**src/rtl/frame_decoder24_if.sv**
```systemverilog
// frame_decoder24_if
//  Bundles the codeword input handshake, the decoded-nibble output handshake
//  and the per-frame status signals of the SECDED(8,4) frame decoder.
//  master : the frame source and result sink (drives start, in_*, out_ready)
//  slave  : the decoder (drives in_ready, out_*, counters, busy, frame_done)
//  Signals:
//   start       1      begin a frame (honoured when idle)
//   in_valid    1      codeword valid
//   in_data     8      codeword {p0,d4,d3,d2,p4,d1,p2,p1}
//   in_ready    1      decoder accepts in_data this cycle
//   out_valid   1      decoded nibble valid
//   out_data    4      {d4,d3,d2,d1}
//   out_corr    1      single error corrected on this beat
//   out_dbl     1      uncorrectable double error on this beat
//   out_last    1      last codeword of the frame
//   out_ready   1      sink accepts the output beat
//   cnt         CNT_W  codewords accepted in the current frame
//   corr_total  CNT_W  corrected beats in the current/last frame
//   dbl_total   CNT_W  double-error beats in the current/last frame
//   busy        1      decoder not idle
//   frame_done  1      one-cycle pulse at frame end
interface frame_decoder24_if #(
    parameter int CNT_W = 5
);
    logic             start;
    logic             in_valid;
    logic [7:0]       in_data;
    logic             in_ready;
    logic             out_valid;
    logic [3:0]       out_data;
    logic             out_corr;
    logic             out_dbl;
    logic             out_last;
    logic             out_ready;
    logic [CNT_W-1:0] cnt;
    logic [CNT_W-1:0] corr_total;
    logic [CNT_W-1:0] dbl_total;
    logic             busy;
    logic             frame_done;

    modport master (
        output start, in_valid, in_data, out_ready,
        input  in_ready, out_valid, out_data, out_corr, out_dbl, out_last,
               cnt, corr_total, dbl_total, busy, frame_done
    );

    modport slave (
        input  start, in_valid, in_data, out_ready,
        output in_ready, out_valid, out_data, out_corr, out_dbl, out_last,
               cnt, corr_total, dbl_total, busy, frame_done
    );
endinterface

```
**src/rtl/frame_decoder24.sv**
```systemverilog
// frame_decoder24
//  Receive-side SECDED(8,4) decoder. Accepts FRAME_LEN codewords per frame,
//  corrects single-bit errors, flags double-bit errors, and keeps per-frame
//  beat / correction / double-error counts. frame_done pulses for one cycle
//  after the last decoded beat has been taken downstream.
//  Ports:
//   clk   rising-edge clock
//   rst   synchronous active-high reset
//   bus   frame_decoder24_if.slave (handshakes, counters, status)
module frame_decoder24 #(
    parameter int FRAME_LEN = 24,
    parameter int CNT_W     = 5
) (
    input  logic               clk,
    input  logic               rst,
    frame_decoder24_if.slave   bus
);

    typedef enum logic [1:0] {
        IDLE  = 2'd0,
        RUN   = 2'd1,
        DRAIN = 2'd2,
        DONE  = 2'd3
    } state_t;

    state_t state_reg;
    state_t state_next;

    logic             in_ready_c;
    logic             busy_c;
    logic             frame_done_c;
    logic             accept;
    logic             out_take;

    logic             out_valid_reg;
    logic [3:0]       out_data_reg;
    logic             out_corr_reg;
    logic             out_dbl_reg;
    logic             out_last_reg;
    logic [CNT_W-1:0] cnt_reg;
    logic [CNT_W-1:0] corr_total_reg;
    logic [CNT_W-1:0] dbl_total_reg;

    // ---------------- decode ----------------
    logic [7:0] cw;
    logic [2:0] syn;
    logic       pe;
    logic [6:0] flip_mask;
    logic [6:0] fixed;
    logic [3:0] dec_data;
    logic       dec_corr;
    logic       dec_dbl;

    assign cw  = bus.in_data;
    assign syn = {cw[3] ^ cw[4] ^ cw[5] ^ cw[6],
                  cw[1] ^ cw[2] ^ cw[5] ^ cw[6],
                  cw[0] ^ cw[2] ^ cw[4] ^ cw[6]};
    assign pe  = ^cw;

    // One-hot flip of c[S-1] on a single error. S==0 with odd parity means
    // p0 itself was hit, so no bit of c[6:0] is touched.
    generate
        for (genvar gi = 0; gi < 7; gi++) begin : g_flip
            assign flip_mask[gi] = pe && (syn == 3'(gi + 1));
        end
    endgenerate

    assign fixed    = cw[6:0] ^ flip_mask;
    assign dec_data = {fixed[6], fixed[5], fixed[4], fixed[2]};
    assign dec_corr = pe;
    assign dec_dbl  = !pe && (syn != 3'd0);

    assign accept   = bus.in_valid && in_ready_c;
    assign out_take = out_valid_reg && bus.out_ready;

    // ---------------- FSM ----------------
    always_ff @(posedge clk) begin
        if (rst) begin
            state_reg <= IDLE;
        end else begin
            state_reg <= state_next;
        end
    end

    always_comb begin
        state_next = state_reg;
        case (state_reg)
            IDLE:  if (bus.start) state_next = RUN;
            RUN:   if (accept && (cnt_reg == CNT_W'(FRAME_LEN - 1))) state_next = DRAIN;
            DRAIN: if (out_take && out_last_reg) state_next = DONE;
            DONE:  state_next = IDLE;
            default: state_next = IDLE;
        endcase
    end

    always_comb begin
        in_ready_c   = (state_reg == RUN) && (!out_valid_reg || bus.out_ready);
        busy_c       = (state_reg != IDLE);
        frame_done_c = (state_reg == DONE);
    end

    // ---------------- output stage and counters ----------------
    always_ff @(posedge clk) begin
        if (rst) begin
            out_valid_reg  <= 1'b0;
            out_data_reg   <= '0;
            out_corr_reg   <= 1'b0;
            out_dbl_reg    <= 1'b0;
            out_last_reg   <= 1'b0;
            cnt_reg        <= '0;
            corr_total_reg <= '0;
            dbl_total_reg  <= '0;
        end else begin
            if (state_reg == IDLE && bus.start) begin
                cnt_reg        <= '0;
                corr_total_reg <= '0;
                dbl_total_reg  <= '0;
            end

            if (accept) begin
                out_valid_reg <= 1'b1;
                out_data_reg  <= dec_data;
                out_corr_reg  <= dec_corr;
                out_dbl_reg   <= dec_dbl;
                out_last_reg  <= (cnt_reg == CNT_W'(FRAME_LEN - 1));
                // Saturating guards keep the counters from wrapping even if
                // the frame bookkeeping were ever upset.
                if (cnt_reg != CNT_W'(FRAME_LEN)) begin
                    cnt_reg <= cnt_reg + 1'b1;
                end
                if (dec_corr && corr_total_reg != CNT_W'(FRAME_LEN)) begin
                    corr_total_reg <= corr_total_reg + 1'b1;
                end
                if (dec_dbl && dbl_total_reg != CNT_W'(FRAME_LEN)) begin
                    dbl_total_reg <= dbl_total_reg + 1'b1;
                end
            end else if (out_take) begin
                out_valid_reg <= 1'b0;
            end
        end
    end

    assign bus.in_ready   = in_ready_c;
    assign bus.busy       = busy_c;
    assign bus.frame_done = frame_done_c;
    assign bus.out_valid  = out_valid_reg;
    assign bus.out_data   = out_data_reg;
    assign bus.out_corr   = out_corr_reg;
    assign bus.out_dbl    = out_dbl_reg;
    assign bus.out_last   = out_last_reg;
    assign bus.cnt        = cnt_reg;
    assign bus.corr_total = corr_total_reg;
    assign bus.dbl_total  = dbl_total_reg;

endmodule

```
**src/flat_wrapper.sv**
```systemverilog
// flat-port wrapper written by rule: the top's interface ports become plain ports
module frame_decoder24_flat 
#(
    parameter int FRAME_LEN = 24,
    parameter int CNT_W     = 5
)
  (clk, rst, bus_start, bus_in_valid, bus_in_data, bus_out_ready, bus_in_ready, bus_out_valid, bus_out_data, bus_out_corr, bus_out_dbl, bus_out_last, bus_cnt, bus_corr_total, bus_dbl_total, bus_busy, bus_frame_done);
  frame_decoder24_if #(.CNT_W(CNT_W)) bus_i ();
  input  logic clk;
  input  logic rst;
  input wire logic [$bits(bus_i.start)-1:0] bus_start;
  input wire logic [$bits(bus_i.in_valid)-1:0] bus_in_valid;
  input wire logic [$bits(bus_i.in_data)-1:0] bus_in_data;
  input wire logic [$bits(bus_i.out_ready)-1:0] bus_out_ready;
  output wire logic [$bits(bus_i.in_ready)-1:0] bus_in_ready;
  output wire logic [$bits(bus_i.out_valid)-1:0] bus_out_valid;
  output wire logic [$bits(bus_i.out_data)-1:0] bus_out_data;
  output wire logic [$bits(bus_i.out_corr)-1:0] bus_out_corr;
  output wire logic [$bits(bus_i.out_dbl)-1:0] bus_out_dbl;
  output wire logic [$bits(bus_i.out_last)-1:0] bus_out_last;
  output wire logic [$bits(bus_i.cnt)-1:0] bus_cnt;
  output wire logic [$bits(bus_i.corr_total)-1:0] bus_corr_total;
  output wire logic [$bits(bus_i.dbl_total)-1:0] bus_dbl_total;
  output wire logic [$bits(bus_i.busy)-1:0] bus_busy;
  output wire logic [$bits(bus_i.frame_done)-1:0] bus_frame_done;
  assign bus_i.start = bus_start;
  assign bus_i.in_valid = bus_in_valid;
  assign bus_i.in_data = bus_in_data;
  assign bus_i.out_ready = bus_out_ready;
  assign bus_in_ready = bus_i.in_ready;
  assign bus_out_valid = bus_i.out_valid;
  assign bus_out_data = bus_i.out_data;
  assign bus_out_corr = bus_i.out_corr;
  assign bus_out_dbl = bus_i.out_dbl;
  assign bus_out_last = bus_i.out_last;
  assign bus_cnt = bus_i.cnt;
  assign bus_corr_total = bus_i.corr_total;
  assign bus_dbl_total = bus_i.dbl_total;
  assign bus_busy = bus_i.busy;
  assign bus_frame_done = bus_i.frame_done;
  frame_decoder24 #(.FRAME_LEN(FRAME_LEN), .CNT_W(CNT_W)) u_core (.clk(clk), .rst(rst), .bus(bus_i));
endmodule
```
**config.mk**
```make
export PLATFORM = sky130hd
export DESIGN_NAME = frame_decoder24_flat
export DESIGN_NICKNAME = d
export VERILOG_FILES = /design/src/rtl/frame_decoder24_if.sv /design/src/rtl/frame_decoder24.sv /design/src/flat_wrapper.sv
export SDC_FILE = /design/constraint.sdc
export NUM_CORES = 1
export LEC_CHECK = 0
export BUFFER_PORTS_ARGS = -buffer_cell sky130_fd_sc_hd__clkbuf_2
export CAP_MARGIN = 20
export CORE_MARGIN = 2
export CORE_UTILIZATION = 56
export CTS_BUF_LIST = sky130_fd_sc_hd__clkbuf_8
export CTS_CLUSTER_SIZE = 25
export DETAILED_ROUTE_END_ITERATION = 10
export GPL_ROUTABILITY_DRIVEN = 1
export PLACE_DENSITY = 0.82
export SYNTH_ARGS = -nofsm -noshare
export SYNTH_HDL_FRONTEND = slang
export SYNTH_SLANG_ARGS = --single-unit
```
**constraint.sdc**
```tcl
create_clock -name clk -period 2.2 [get_ports clk]
set_input_delay 0.44 -clock clk [delete_from_list [all_inputs] [get_ports clk]]
set_output_delay 0.44 -clock clk [all_outputs]
set_load 0.1 [all_outputs]
```
==> summary.md <==
| Metric | Value |
|---|---|
| Status | `complete, no violations` |
| R2r worst-path depth | `7` |
| WL per Instance | `13.1 µm` |
| RSZ-0062 raised after global routing | `no` |
| Worst-path fanout max | `5` |
| Startpoint Class | `register` |
| Antenna Nets Post-Route | `0` |
| Via density | `5.82` |
| Via count | `1653` |
| Clock power share | `between 10% and 20%` |
| WP data required | `1760 ps` |
| Synth area leaders | `dfxtp_1 29%, ha_1 7.9%, a21oi_1 5.2%` |
| Fin cells | `around 280` |
| Crit path kind | `reg -> out` |
| Clk sinks | `25` |
| Worst path cell trace | `inv_1 -> ha_1 -> and2_1 -> clkbuf_2` |
| Avg Inst Size Synth | `8.30 µm²` |
| Top Ports | `39` |
| Count of final max-slew check failures | `0` |
| Final setup violation count | `0` |
| Hold crit path type | `reg -> reg` |
| Drt drc | `0` |
| RR Startpoint | `u_core.state_reg[1]$_SDFFE_PP0P_` |
| Rows | `20` |
| Max_cap viols | `0` |
| Warnings from Yosys | `0` |
| Count of input and output buffers | `38` |
| Cts repair resizes | `0` |
| Max_slew headroom | `60.4%` |
| Yosys top cell by area | `dfxtp_1` |
| TritonCTS Buffers | `3` |
| Routed WL | `3.71 mm` |
| H-tree depth reported by CTS | `1` |
| Slew @ Worst Pin | `593 ps` |
| Crit path time final | `1990 ps` |
| Nets | `roughly 280` |
| Mapped cell area | `between 1500 and 2000 µm²` |
| Final Cell Area | `2030 µm²` |
| Pwr/cell area | `920 nW/µm²` |
| CTS root buffer | `clkbuf_8` |
| Skew-Pair Late Insertion Delay | `270 ps` |
| Placed insts | `280` |
| Pre-CTS setup slack | `-64.6 ps` |
| Peak VDD IR | `0.651 mV` |
| Synth Instances | `210` |
| Reg-to-Reg End | `u_core.bus.dbl_total[0]$_SDFF_PP0_` |
| List of most frequent post-synthesis cells | `25 x dfxtp_1, 20 x nand2_1, 18 x a21oi_1` |
| Leak | `about 0.85 nW` |
| Area share of the largest cell type after synthesis | `28.7%` |
| Hold depth | `2` |
| Count leader, synth | `dfxtp_1` |
| Starting density of the core | `58.0%` |
| Crit path capture type | `output port` |
| WP data arrival | `1550 ps` |
| Crit path setup slack, layout | `207 ps` |
| Drt pass-1 iters | `4` |
| Die footprint | `3570 µm²` |
| Die X | `59.8 µm` |
| Clock Pin Slew Worst Setup and Hold Paths | `80 ps` |
| Critical-path top delay cell | `clkbuf_2` |
| Final period utilization | `90.6%` |
| Ratio of cells with drive above 1 in the final layout | `24.7%` |
| Congestion Overflow GR | `0` |
| Clk buf depth | `2` |
| Seq/Total Area, Yosys | `28.7%` |
| Net Sw Frac | `51.7%` |
| Fin. Hold Viols | `0` |
| Switch Pwr | `0.965 mW` |
| Post-DP Area | `1980 µm²` |
| Pwr Total | `roughly 1.9 mW` |
| Capture point of the worst path | `bus_in_ready` |
| First-pass GRT wire length | `6.13 mm` |
| CTS tree | `done` |
| Main synth FF type | `dfxtp_1` |
| Core ar. | `roughly 3000 µm²` |
| Worst path max stage delay | `450 ps` |
| Logic pwr share | `56.3%` |
| HPWL after detailed placement | `roughly 2.8 mm` |
| Cell-internal power | `roughly 0.90 mW` |
| Largest net degree at the start of global routing | `31` |
| Hold slack | `~480 ps` |
| Area delta synth->final | `16.4%` |
| Vias in the first global route | `1460` |
| Syn Nets | `234` |
| Die Ht | `59.8 µm` |
| R2R setup slack | `approximately 480 ps` |
| Initial antenna violation count | `0` |
| Post-synth EDFFs | `0` |
| Share of async-settable or async-resettable flops after synthesis | `0%` |
| Final Skew | `2.57 ps` |
| Fillcell total | `~260` |
| Register share of total power | `29.3%` |
| Hold-fix buffers at CTS | `0` |
| Max frequency | `502 MHz` |
| 1st-iter DRT viols | `75` |
| ANT cells | `0` |
| RePlAce Congestion | `between 0.8 and 0.9` |
| Total GRT Usage | `22.5%` |
| Synth cell types | `47` |
| CP Launch Point | `u_core.state_reg[1]$_SDFFE_PP0P_` |
| Post-CTS Repair Setup Buffers | `0` |
| Yosys reg bits | `25` |
==> power by group through the flow <==
stage | clock, mW | combinational, mW | sequential [mW]
4_1_cts | 0.273 | 1.05 | 0.546
3_3_place_gp | 0 | 1.03 | 0.556
2_1_floorplan | 0 | 0.612 | 0.802
3_5_place_dp | 0 | 1.05 | 0.557
5_1_grt | 0.287 | 1.13 | 0.553
6_report | 0.268 | 1.05 | 0.547
==> logic make-up (layout without fill, tap and decap cells) <==
group	after synthesis	after routing	synth area share (%)
xor gates and xnor gates	14	14	9.33
muxes	4	4	3.30
and+or+nand+nor	88	88	28.6
buffers and inverters	22	63	5.67
AOI/OAI and AO/OA	46	46	16.5
DFF	25	25	28.7
adders and majority gates	11	11	7.90
==> layout make-up <==
type | count | area, µm² | share of cell area (%)
timing repair buffer | 45 | 243 | 12.0
clock buffer | 3 | 41.3 | 2.04
sequential | 25 | 503 | 24.8
multi-input combinational | 163 | 1140 | 56.4
inverter | 14 | 52.6 | 2.59
clock inverter | 1 | 3.75 | 0.185
tap | 33 | 41.3 | 2.04
==> layer usage <==
metal / up-vias / routed length [µm] / share of wire, % / global-route usage [%]
met3: 8 / 167 / 4.5 / 4.76
met2: 43 / 1840 / 49 / 38.8
met1: 773 / 1640 / 44 / 26.9
met4: 0 / 72 / 1.9 / 9.21
met5: - / 0 / 0 / 0
li1: 829 / - / - / -
==> through the flow <==
step / setup TNS (ps) / util, %
finish: 0 / 67.5
global route: 0 / 67.5
CTS: 0 / 67.5
detailed placement: -64.6 / 66.0
global placement: 0 / 66.0
floorplan: 0 / -
==> cells in the final DEF, fill, tap and decap left out, types with 5 or more instances in the layout <==
master / n
nand3_1: 15
o21ai_0: 10
inv_1: 15
clkbuf_2: 38
nand2_1: 20
buf_4: 7
a21oi_1: 18
ha_1: 11
nor3_1: 9
nor2_1: 13
xnor2_1: 9
nand3b_1: 5
dfxtp_1: 23
==> worst max-delay path: cells and delay by family (launching register included) <==
family,cells,cell delay [ps]
buf+inv,2,550
flops,1,340
fa+ha+maj,1,250
simple gates,1,150
==> worst min-delay path by stage <==
| stage | slack, ps | end | start |
|---|---|---|---|
| global route | 500 | u_core.bus.out_data[2]$_SDFFE_PP0N_ | u_core.bus.out_data[2]$_SDFFE_PP0N_ |
| floorplan | 470 | u_core.state_reg[1]$_SDFFE_PP0P_ | u_core.state_reg[1]$_SDFFE_PP0P_ |
| finish | 480 | u_core.bus.out_data[2]$_SDFFE_PP0N_ | u_core.bus.out_data[2]$_SDFFE_PP0N_ |
| global placement | 460 | u_core.bus.out_data[2]$_SDFFE_PP0N_ | u_core.bus.out_data[2]$_SDFFE_PP0N_ |
| detailed placement | 460 | u_core.bus.out_data[2]$_SDFFE_PP0N_ | u_core.bus.out_data[2]$_SDFFE_PP0N_ |
| CTS | 480 | u_core.bus.out_data[2]$_SDFFE_PP0N_ | u_core.bus.out_data[2]$_SDFFE_PP0N_ |
No activity file was read; power rests on OpenSTA's default activity.
